<file path="config.mk">
export PLATFORM = sky130hd
export DESIGN_NAME = ped_crossing
export DESIGN_NICKNAME = d
export VERILOG_FILES = /design/src/rtl/ped_crossing.sv
export SDC_FILE = /design/constraint.sdc
export NUM_CORES = 1
export LEC_CHECK = 0
export CORE_MARGIN = 1
export CORE_UTILIZATION = 53
export DETAILED_ROUTE_END_ITERATION = 12
export PLACE_DENSITY = 0.87
export REMOVE_ABC_BUFFERS = 1
export SLEW_MARGIN = 20
export SYNTH_ARGS = -nofsm -noshare
export SYNTH_HDL_FRONTEND = slang
export SYNTH_SLANG_ARGS = --single-unit
</file>
<file path="constraint.sdc">
create_clock -name clk -period 2.2 [get_ports clk]
set_input_delay 0.44 -clock clk [delete_from_list [all_inputs] [get_ports clk]]
set_output_delay 0.44 -clock clk [all_outputs]
set_load 0.03 [all_outputs]
</file>
<file path="src/rtl/ped_crossing.sv">
// Pedestrian crossing controller slaved to a red/amber/green traffic stage.
// Optional audible aid on the chirp output is built only when PED_CHIRP_EN is defined.
module ped_crossing #(
  parameter int WALK_CYCLES  = 4,
  parameter int FLASH_CYCLES = 2
) (
  input  logic clk,
  input  logic rst_n,
  input  logic red,
  input  logic amber,
  input  logic green,
  input  logic button,
  output logic walk,
  output logic dont_walk,
  output logic wait_lamp,
  output logic fault,
  output logic chirp
);

  typedef enum logic [2:0] {
    S_IDLE,
    S_WAIT,
    S_WALK,
    S_FLASH,
    S_FAULT
  } state_t;

  localparam logic [7:0] WALK_LOAD  = 8'(WALK_CYCLES - 1);
  localparam logic [7:0] FLASH_LOAD = 8'(FLASH_CYCLES - 1);

  state_t     state_reg;
  logic [7:0] cnt_reg;
  logic       pending_reg;
  logic [2:0] rag;
  logic       safe;
  logic       legal;
  logic       pending_next;

  assign rag          = {red, amber, green};
  assign safe         = (rag == 3'b100);
  assign legal        = (rag == 3'b100) || (rag == 3'b110) ||
                        (rag == 3'b001) || (rag == 3'b010);
  assign pending_next = pending_reg | button;

`ifndef PED_CHIRP_EN
  assign chirp = 1'b0;
`endif

  // Outputs default to the safe don't-walk pattern; each branch overrides what it lights.
  always_ff @(posedge clk) begin
    if (!rst_n) begin
      state_reg   <= S_IDLE;
      cnt_reg     <= 8'd0;
      pending_reg <= 1'b0;
      walk        <= 1'b0;
      dont_walk   <= 1'b1;
      wait_lamp   <= 1'b0;
      fault       <= 1'b0;
`ifdef PED_CHIRP_EN
      chirp       <= 1'b0;
`endif
    end else begin
      walk      <= 1'b0;
      dont_walk <= 1'b1;
      wait_lamp <= 1'b0;
      fault     <= 1'b0;
`ifdef PED_CHIRP_EN
      chirp     <= 1'b0;
`endif
      if (!legal) begin
        state_reg <= S_FAULT;
        fault     <= 1'b1;
      end else begin
        case (state_reg)
          S_IDLE: begin
            if (button) begin
              state_reg   <= S_WAIT;
              pending_reg <= 1'b0;
              wait_lamp   <= 1'b1;
            end
          end
          S_WAIT: begin
            if (safe) begin
              state_reg <= S_WALK;
              cnt_reg   <= WALK_LOAD;
              walk      <= 1'b1;
              dont_walk <= 1'b0;
`ifdef PED_CHIRP_EN
              chirp     <= 1'b1;
`endif
            end else begin
              wait_lamp <= 1'b1;
            end
          end
          S_WALK: begin
            if (!safe) begin
              // Abort re-arms the request so the walk resumes once the stage is red again.
              state_reg   <= S_WAIT;
              pending_reg <= 1'b0;
              wait_lamp   <= 1'b1;
            end else begin
              dont_walk   <= 1'b0;
              wait_lamp   <= pending_next;
              pending_reg <= pending_next;
              if (cnt_reg == 8'd0) begin
                state_reg <= S_FLASH;
                cnt_reg   <= FLASH_LOAD;
`ifdef PED_CHIRP_EN
                chirp     <= 1'b1;
`endif
              end else begin
                cnt_reg <= cnt_reg - 8'd1;
                walk    <= 1'b1;
`ifdef PED_CHIRP_EN
                chirp   <= ~chirp;
`endif
              end
            end
          end
          S_FLASH: begin
            if (!safe) begin
              state_reg <= S_IDLE;
            end else if (cnt_reg == 8'd0) begin
              if (pending_next) begin
                state_reg   <= S_WAIT;
                pending_reg <= 1'b0;
                wait_lamp   <= 1'b1;
              end else begin
                state_reg <= S_IDLE;
              end
            end else begin
              cnt_reg     <= cnt_reg - 8'd1;
              dont_walk   <= 1'b0;
              walk        <= ~walk;
              wait_lamp   <= pending_next;
              pending_reg <= pending_next;
`ifdef PED_CHIRP_EN
              // Walk is high on every second flash cycle, halving the chirp rate.
              chirp       <= walk ? ~chirp : chirp;
`endif
            end
          end
          S_FAULT: begin
            fault <= 1'b1;
          end
          default: begin
            state_reg <= S_FAULT;
            fault     <= 1'b1;
          end
        endcase
      end
    end
  end

endmodule

</file>
==> summary.txt <==
Layout
  • Number of flip-flops in the largest register: 8
  • Share of cells above drive strength 1: 14.05%
  • Antenna diodes: 0
  • Nets: 130
  • # fillers: 118
  • Most common cell after layout, fill and taps aside: dfxtp_1
  • Most frequent cells in the layout: 16 x dfxtp_1, 10 x nand2_1, 9 x clkdlybuf4s50_1
  • Final Cell Area: 1090 um2
  • P&R area growth vs syn: 17.86%

Placed design
  • DP HPWL: 1.515 mm
  • Buffers on Ports: 9
  • Cell Area, Placed: 1054 um2
  • Final GP Congestion: 0.8670

STA
  • Minimum clock period after layout: 1.829 ns
  • Final TNS setup: 0 ns
  • Period Utilization, post-route: 83.14%
  • Fmax: 546.7 MHz
  • Hold Fails Final Rpt: 0
  • Clock skew: 0.001833 ns
  • Fin. max-slew vios: 0
  • Setup violators final: 0
  • Unrepaired setup endpoints after global routing: false

Synth
  • Post-synth EDFFs: 0
  • Register area share after synthesis: 34.64%
  • Cell area after synthesis: 924.6 um2
  • Mean Syn Cell Area: 8.723 um2
  • Ys flop type: dfxtp_1
  • Synth cell types: 46
  • Post-Syn Instances: 106
  • Ys async rst share: 0%
  • Synth Register Bits: 16
  • Ys Warns: 0

Outcome
  • Failing checks: DRC
  • Outcome: complete, but fails checks

Clock network
  • H-tree depth: 1
  • CTS buffer count: 3
  • Post-CTS Repair Setup Buffers: 0
  • Num Clock Sinks: 16
  • Root buffer cell: clkbuf_4
  • Number of hold buffers added after cts: 0
  • Clk_lat worst skew: 0.29 ns
  • CTS tree: yes
  • Post-CTS sizing: 0
  • Clk buf depth: 2
  • CTS clock-pin slew for the worst setup and hold paths: 0.09 ns

Worst setup path
  • WP data required: 2.39 ns
  • FF-to-FF setup slack: 0.50 ns
  • Worst Setup End Kind: flip-flop
  • Type of element launching the critical path: primary input
  • Crit path DAT: 2.02 ns
  • Worst Path Max Fanout: 6
  • Crit path kind: in2reg

Power
  • Total power: 576.0 uW
  • Peak VDD IR: 0.5290 mV
  • Pwr Density: 528.6 nW/um2
  • P_leak: 0.4520 nW

Floorplanning
  • Core area: 1559 um2
  • Starting Density: 59.31%
  • # IOs: 11
  • # rows: 14
  • Die area: 1916 um2
  • Die Wd: 43.77 um
  • Die Y: 43.77 um

Routing
  • Via-per-instance ratio: 6.292
  • Final wirelength: 1.988 mm
  • DR WL/cell: 14.51 um
  • DRC viols: 2
  • Pre-Repair DR Iteration Count: 8
  • Initial drt markers: 30
  • Remaining antenna violation count: 0
  • Vias: 862

GRT
  • Via count of the first global-routing pass: 784
  • Total gr overflow: 0
  • First-pass GRT wire length: 3.477 mm
  • Total Routing Usage GR: 24.66%
  • Largest net degree at the start of global routing: 10
  • Initial antenna violation count: 0

Flow run
  • Max Cap Viol: 0

Min path
  • Worst min path class: reg2reg
-- through the flow --
step	util [%]	hold slack, ns	worst slack (ns)	instances
floorplan	-	0.4729	0.6356	103
global placement	67.58	0.4926	0.09771	133
detailed placement	67.58	0.4964	0.05488	133
CTS	69.90	0.5138	0.3681	137
global route	69.90	0.5215	0.1920	137
finish	69.90	0.5133	0.3709	137
-- cell usage after synthesis (2+ instances only) --
| cell | instances | area share [%] |
|---|---|---|
| a211o_1 | 2 | 1.9 |
| a21oi_1 | 8 | 4.3 |
| and3_1 | 2 | 1.4 |
| and4b_1 | 2 | 2.2 |
| buf_4 | 2 | 1.6 |
| dfxtp_1 | 16 | 35 |
| ha_1 | 2 | 2.7 |
| inv_1 | 8 | 3.2 |
| nand2_1 | 10 | 4.1 |
| nand3_1 | 4 | 2.2 |
| nor2_1 | 6 | 2.4 |
| nor2b_1 | 2 | 1.4 |
| nor3_1 | 4 | 2.2 |
| nor4b_1 | 2 | 1.9 |
| o2bb2ai_1 | 3 | 2.8 |
| xnor2_1 | 3 | 2.8 |
-- final timing paths --
| path | from | end | depth (start not counted) |
|---|---|---|---|
| max | red | cnt_reg[2]$_SDFFE_PN0P_ | 5 |
| min | cnt_reg[6]$_SDFFE_PN0P_ | cnt_reg[6]$_SDFFE_PN0P_ | 1 |
| max reg2reg | cnt_reg[0]$_SDFFE_PN0P_ | cnt_reg[1]$_SDFFE_PN0P_ | 6 |
| min reg2reg | cnt_reg[6]$_SDFFE_PN0P_ | cnt_reg[6]$_SDFFE_PN0P_ | 1 |
-- worst max-delay path, stage by stage --
cell,delay [ns]
clkdlybuf4s50_1,0.49
or3b_4,0.41
nor3_4,0.22
a21oi_2,0.14
a211o_1,0.30
-- report_power, final --
group	switching (mW)	internal (mW)
logic	0.0409	0.0343
registers	0.00988	0.297
clock network	0.0935	0.101
total	0.144	0.432
-- kinds of logic after synthesis --
logic type	Yosys count	share of synthesized area, %
and+or+nand+nor	44	30.04
xor gates and xnor gates	4	3.790
DFF	16	34.64
buffers and inverters	11	5.277
other	1	0.4056
adders and majority gates	2	2.706
muxes	1	1.083
AOI/OAI and AO/OA	27	22.06
-- routing by layer --
metal,share of wire (%),track usage (%),up-vias
li1,-,-,419
met1,47,34.87,400
met2,44,36.42,35
met3,5.8,3.750,8
met4,2.9,11.88,0
met5,0,0,-
-- final cells by class --
| class | count | area (um2) | area share (%) |
|---|---|---|---|
| Multi-Input combinational cell | 79 | 555.5 | 50.98 |
| Sequential cell | 16 | 320.3 | 29.39 |
| Timing Repair Buffer | 14 | 127.6 | 11.71 |
| Clock buffer | 4 | 36.28 | 3.329 |
| Inverter | 8 | 30.03 | 2.755 |
| Tap cell | 16 | 20.02 | 1.837 |
(Power assumes the default switching activity.)
